**src/rtl/router_fifo.sv**
```systemverilog
// Output buffer for one destination port of the 1x3 router. The stored header tag lets the
// read side count packet length and flag each packet's final parity byte.
module router_fifo #(
    parameter int DEPTH  = 16,
    parameter int AWIDTH = 4,
    parameter int DWIDTH = 8
) (
    input  logic              clk,
    input  logic              rst,
    input  logic              soft_reset,
    input  logic              write_enb,
    input  logic              lfd_state,
    input  logic [DWIDTH-1:0] data_in,
    input  logic              read_enb,
    output logic [DWIDTH-1:0] data_out,
    output logic              data_out_vld,
    output logic              pkt_done,
    output logic              full,
    output logic              empty
);

    localparam int PWIDTH = AWIDTH + 1;
    localparam int CWIDTH = DWIDTH - 1;

    logic [DWIDTH:0]   mem_q [DEPTH];
    logic [PWIDTH-1:0] wr_ptr_q, wr_ptr_d;
    logic [PWIDTH-1:0] rd_ptr_q, rd_ptr_d;
    logic [CWIDTH-1:0] cnt_q, cnt_d;
    logic [DWIDTH-1:0] data_out_q, data_out_d;
    logic              data_out_vld_q, data_out_vld_d;
    logic              pkt_done_q, pkt_done_d;
    logic              wr_accept, rd_accept;
    logic [DWIDTH:0]   rd_entry;

    assign empty = (wr_ptr_q == rd_ptr_q);
    assign full  = (wr_ptr_q[AWIDTH] != rd_ptr_q[AWIDTH]) &&
                   (wr_ptr_q[AWIDTH-1:0] == rd_ptr_q[AWIDTH-1:0]);

    // Both requests are judged against the pre-edge flags; a flush drops them entirely.
    assign wr_accept = write_enb && !full  && !rst && !soft_reset;
    assign rd_accept = read_enb  && !empty && !rst && !soft_reset;
    assign rd_entry  = mem_q[rd_ptr_q[AWIDTH-1:0]];

    always_comb begin
        wr_ptr_d       = wr_ptr_q;
        rd_ptr_d       = rd_ptr_q;
        cnt_d          = cnt_q;
        data_out_d     = data_out_q;
        data_out_vld_d = 1'b0;
        pkt_done_d     = 1'b0;

        if (soft_reset) begin
            wr_ptr_d   = '0;
            rd_ptr_d   = '0;
            cnt_d      = '0;
            data_out_d = '0;
        end else begin
            if (wr_accept) begin
                wr_ptr_d = wr_ptr_q + PWIDTH'(1);
            end
            if (rd_accept) begin
                rd_ptr_d       = rd_ptr_q + PWIDTH'(1);
                data_out_d     = rd_entry[DWIDTH-1:0];
                data_out_vld_d = 1'b1;
                // Header carries payload length in its upper bits; +1 accounts for parity.
                if (rd_entry[DWIDTH]) begin
                    cnt_d = {1'b0, rd_entry[DWIDTH-1:2]} + CWIDTH'(1);
                end else if (cnt_q != '0) begin
                    cnt_d      = cnt_q - CWIDTH'(1);
                    pkt_done_d = (cnt_q == CWIDTH'(1));
                end
            end
        end
    end

    // NOTE: sequential state uses non-blocking assignments so every flop samples pre-edge values.
    always_ff @(posedge clk) begin
        if (rst) begin
            wr_ptr_q       <= '0;
            rd_ptr_q       <= '0;
            cnt_q          <= '0;
            data_out_q     <= '0;
            data_out_vld_q <= 1'b0;
            pkt_done_q     <= 1'b0;
        end else begin
            wr_ptr_q       <= wr_ptr_d;
            rd_ptr_q       <= rd_ptr_d;
            cnt_q          <= cnt_d;
            data_out_q     <= data_out_d;
            data_out_vld_q <= data_out_vld_d;
            pkt_done_q     <= pkt_done_d;
        end
    end

    // NOTE: the array has no reset; entries are unreachable once the pointers are cleared.
    always_ff @(posedge clk) begin
        if (wr_accept) begin
            mem_q[wr_ptr_q[AWIDTH-1:0]] <= {lfd_state, data_in};
        end
    end

    assign data_out     = data_out_q;
    assign data_out_vld = data_out_vld_q;
    assign pkt_done     = pkt_done_q;

endmodule

```
**config.mk**
```make
export PLATFORM = sky130hd
export DESIGN_NAME = router_fifo
export DESIGN_NICKNAME = d
export VERILOG_FILES = /design/src/rtl/router_fifo.sv
export SDC_FILE = /design/constraint.sdc
export NUM_CORES = 1
export LEC_CHECK = 0
export ABC_AREA = 1
export CORE_ASPECT_RATIO = 1.75
export CORE_MARGIN = 5
export CORE_UTILIZATION = 55
export DETAILED_ROUTE_END_ITERATION = 10
export MAX_ROUTING_LAYER = met4
export PLACE_DENSITY = 0.73
export SLEW_MARGIN = 10
export SYNTH_ARGS = -nofsm -noshare
export SYNTH_HDL_FRONTEND = slang
export SYNTH_SLANG_ARGS = --single-unit
export TNS_END_PERCENT = 1
```
**constraint.sdc**
```tcl
create_clock -name clk -period 5.6 [get_ports clk]
set_clock_uncertainty 0.1 [all_clocks]
set_input_delay 1.12 -clock clk [delete_from_list [all_inputs] [get_ports clk]]
set_output_delay 1.12 -clock clk [all_outputs]
set_load 0.005 [all_outputs]
```
Word level (Yosys, flattened, before mapping)
Memory sizes are Yosys's and may differ from the RTL's. A register that Yosys moved wholly into a read port is not among the register bits.
Index checks and enable logic that the tools add are counted.
W data, S select, Z words.
{"block": "word_totals", "regBits": 27, "ramBits": 144, "in_bits": 14, "out_inout_bits": 12, "word_cells": 40, "n_memories": 1}
{"memory": "mem_q", "words": 16, "word_bits": 9, "rd": 1, "rd_clocked_by_memory_dff": 1, "write_ports": 1, "line_no": "25", "text": "logic [DWIDTH:0] mem_q [DEPTH];"}
{"block": "classes", "n_addsub": 4, "eq_ne": 4, "mux": 7, "bitwise_logic": 2, "n_reduce_logical": 16}
{"cell": "$mux W7", "count": 2}
{"cell": "$add A5 B1 Y5 const B", "count": 2}
{"cell": "$mux W4", "count": 2}
{"cell": "$add A6 B1 Y7 const B", "count": 1}
{"cell": "$eq A7 B1 Y1 const B", "count": 1}
{"cell": "$logic_and A1 B1 Y1", "count": 7}
{"cell": "$reduce_bool A7 Y1", "count": 1}
{"cell": "$sub A7 B1 Y7 const B", "count": 1}
{"cell": "$eq A5 B5 Y1", "count": 1}
{"cell": "$reduce_or A5 Y1", "count": 1}
{"cell": "$eq A4 B4 Y1", "count": 1}
{"cell": "$logic_not A1 Y1", "count": 4}
{"cell": "$mux W1", "count": 3}
{"cell": "$not A1 Y1", "count": 2}
{"cell": "$reduce_and A2 Y1", "count": 1}
{"cell": "$reduce_bool A2 Y1", "count": 1}
{"cell": "$reduce_or A2 Y1", "count": 1}
{"cell": "$ne A1 B1 Y1", "count": 1}

Depth between registers and ports, before layout
{"block": "logic_depth", "depth_word": 8, "ltp_mapped": 16, "mapped_depth_nobuf": 14}

Worst setup path after synthesis
No wires, ideal clock.
{"block": "synth_path", "path_kind": "input port to flip-flop", "startpoint": "in soft_reset", "endpoint": "mem mem_q[11][0] in the netlist's numbering, enable pin", "setup_time_ns": 0.374, "t_arrival_ns": 2.226, "required_ns": 5.126, "setup_slack_ns": 2.899, "cell_stages": 5, "n_path_buf": 0, "path_cell_list": "nor2_1 -> clkinv_1 -> nor2_4 -> nand2_2 -> nor2_1"}
{"block": "synth_between", "elab_chain_cells": 4}
{"element": "start: declaration", "line_no": "10", "text": "input logic soft_reset,"}
{"element": "$logic_not A1 Y1", "line_no": "40", "text": "assign wr_accept = write_enb && !full && !rst && !soft_reset;"}
{"element": "$logic_and A1 B1 Y1", "line_no": "40"}
{"element": "$mux W1", "line_no": "97", "text": "if (wr_accept) begin"}
{"element": "$mux W1 (implied by the code)", "line_no": "98", "text": "mem_q[wr_ptr_q[AWIDTH-1:0]] <= {lfd_state, data_in};"}
{"element": "end: declaration", "line_no": "25"}
No other way between the ends.

Worst setup path after layout
{"block": "layout_path", "startpoint": "in soft_reset", "endpoint": "mem mem_q[10][4] in the netlist's numbering, enable pin"}
Same word-level chain as after synthesis.

==> impl_metrics.json <==
{
  "cts.hold.buffers_added": 0,
  "ant_nets": 0,
  "count_of_flip_flops_with_a_built_in_enable_after_synthesis": 144,
  "critPathRequiredTime_ns": 5.56,
  "summed_area_of_non_filler_cells_in_the_final_layout_mm2": 0.00847,
  "post-cts-setup-buffer-count": 0,
  "numPortBuffers": 25,
  "finalSetupViolations": 0,
  "clock_tree.buffer_depth": 2,
  "worstMarginPinSlew_ns": 0.940,
  "critical_path_class": "in2reg",
  "timing.hold.worst_path_depth": 1,
  "die-area_mm2": 0.0164,
  "resized_gates_after_cts": 0,
  "antenna_found_initial": 0,
  "clkLatencyLatePin_ns": 0.43,
  "cp_max_fo": 20,
  "worst_hold_path.endpoint": "rd_ptr_q[4]$_SDFFE_PP0N_",
  "cts.sink_count": 175,
  "leakage_nw": 3.18,
  "cts_tree": "built",
  "ys_seq_area_share_pct": 65.0,
  "slew_viol_final": 0,
  "clock_period_minus_final_worst_setup_slack_ns": 3.33,
  "ys_top_cells_by_area": "edfxtp_1, dfxtp_1, nand2_1, nand3_1, nor2_1",
  "die_h_um": 166,
  "total_standard_cell_area_after_synthesis_mm2": 0.00761,
  "finalCritPeriodShare_pct": 59.4,
  "die-width_um": 98.9,
  "placedInstanceArea_mm2": 0.00786,
  "powerDensity_mw_per_mm2": 329,
  "fin_tns_setup_ns": 0,
  "synth.avg_cell_area_um2": 10.9,
  "asyncSetResetFlopFracSynth_pct": 0,
  "worstReg2RegEnd": "cnt_q[0]$_SDFFE_PP0P_",
  "synthCells": 696,
  "routed_wire_length_um": 18600,
  "hold_path_class": "reg2reg",
  "regArea_mm2": 0.00495,
  "pin_count_of_the_biggest_net_entering_global_routing": 64,
  "worst_ir_drop_vdd_v": 0.000197,
  "postSynthNetCount": 719,
  "initial_standard_cell_utilization_of_the_core_pct": 55.3,
  "rsz0062_at_grt": "false",
  "min_from": "rd_ptr_q[4]$_SDFFE_PP0N_",
  "synth_largest_area_cell": "edfxtp_1",
  "run_status": "finished, final reports clean",
  "ys_types": 42,
  "drt-pass1-iter-count": 6,
  "antenna_cells_inserted": 0,
  "setup.worst_path.end_class": "register",
  "max-cap-violations": 0,
  "synth_ff_type": "edfxtp_1",
  "floorplan.io_pins": 26,
  "ys_top_cells_by_count": "edfxtp_1, nand2_1, nor2_1",
  "floorplan.rows": 57,
  "htree_num_levels": 4,
  "fillCellCount": 1065,
  "synth_top_cell_area_share_pct": 56.8,
  "routed_wire_length_per_instance_um": 20.6,
  "gp_congestion": 0.968,
  "root_buffer": "clkbuf_16",
  "initialDrtViolationCount": 542,
  "wire_length_of_the_first_global_routing_pass_um": 28100,
  "multi_input_comb_area_mm2": 0.00216,
  "worst_ep_arrival_time_ns": 3.29,
  "drive_above_1_share_pct": 9.79,
  "cts.reportedPaths.clkPinSlew_ns": 0.07,
  "place_hpwl_um": 12600,
  "core-area_mm2": 0.0138,
  "grt_pass1_vias": 5130,
  "globalRouteTotalUtil_pct": 23.9,
  "layout_overhead_on_the_synthesized_area_pct": 11.3,
  "startpoint_type": "primary input",
  "synthesis.yosys.warnings": 0,
  "relSlewSlack_pct": 37.1,
  "ys_seq_elements": 175,
  "clock.fmax_mhz": 300,
  "viasPerCell": 5.72,
  "overflow": 0,
  "reg2regPathDepth": 11,
  "hold_slack_ns": 0.381,
  "route.detailed.drc": 0,
  "timing.reg2reg.setup_slack_ns": 2.44,
  "final_net_count": 735,
  "final_hold_viol_count": 0,
  "num_vias": 5159,
  "numCtsBuffers": 17,
  "leading_cell_type_by_number_of_instances_after_synthesis": "edfxtp_1"
}
## routing by layer
layer / GRT usage [%] / part of all wire (%) / vias to the layer above
met5: - / 0 / -
met4: 13.7 / 6.0 / 0
met3: 4.17 / 5.2 / 64
met2: 42.3 / 54 / 226
met1: 24.3 / 35 / 2463
li1: - / - / 2406
## critical path: stages
cell,delay (ns)
clkdlybuf4s50_1,0.40
nor2_1,0.10
buf_4,0.23
clkinv_1,0.33
nor2_4,0.24
nand2_1,0.22
nor2_1,0.63
## worst max-delay path by stage
| stage | start | endpoint | cells past startpoint |
|---|---|---|---|
| floorplan | soft_reset | mem_q[11][0]$_DFFE_PP_ | 5 |
| global placement | rst | mem_q[10][0]$_DFFE_PP_ | 7 |
| detailed placement | rst | mem_q[10][4]$_DFFE_PP_ | 7 |
| CTS | rst | mem_q[10][6]$_DFFE_PP_ | 7 |
| global route | rst | mem_q[13][8]$_DFFE_PP_ | 7 |
| finish | soft_reset | mem_q[10][4]$_DFFE_PP_ | 7 |
## through the flow
stage / cells / util (%) / setup slack [ns] / total power (W)
2_1_floorplan: 696 / - / 2.90 / 0.00154
3_3_place_gp: 870 / 57.1 / 1.88 / 0.00159
3_5_place_dp: 870 / 57.1 / 1.85 / 0.00160
4_1_cts: 902 / 61.5 / 2.29 / 0.00279
5_1_grt: 902 / 61.5 / 2.13 / 0.00286
6_report: 902 / 61.5 / 2.27 / 0.00279
## registers in the layout, indices dropped and copies added (netlist names), named ones only
name and flops:
pkt_done 1, data_out 8, data_out_vld 1, mem_q 144, cnt_q 7, rd_ptr_q 5
wr_ptr_q 5
## placed cells by master (no fill, tap or decap), types with 4 or more instances in the layout
master	count
o211ai_2	7
xor2_1	7
nand3_1	63
a21oi_1	12
clkdlybuf4s50_1	25
xnor2_1	4
dfxtp_1	30
nor3_1	5
o221ai_1	6
o21ai_0	41
nand2_2	11
nor2_2	4
inv_1	59
a31oi_1	4
clkbuf_16	17
nor2_1	79
o211ai_1	10
nand3_2	4
nand2_1	133
edfxtp_1	144
clkinv_1	4
o21ai_1	9
ha_1	9
## cell families after synthesis
kind of cell / share of synthesized area (%)
simple gates: 17.5
buf+inv: 6.59
fa+ha+maj: 1.48
compound gates: 8.20
xor+xnor: 1.27
flops: 65.0
## report_power, final
part	switching, W	internal (W)	total (W)
logic	0.000101	0.0000457	0.000147
registers	0.00000828	0.00141	0.00142
clock network	0.000506	0.000711	0.00122
total	0.000615	0.00217	0.00279
## cell type report
type	instances	area share (%)
flip-flops and latches	175	58.4
multi-input cells	424	25.6
inverters	66	3.04
repair buffers	28	3.22
well taps	177	2.61
clock buffers	18	5.07
clock inverters	14	2.13
(Power assumes the default switching activity.)
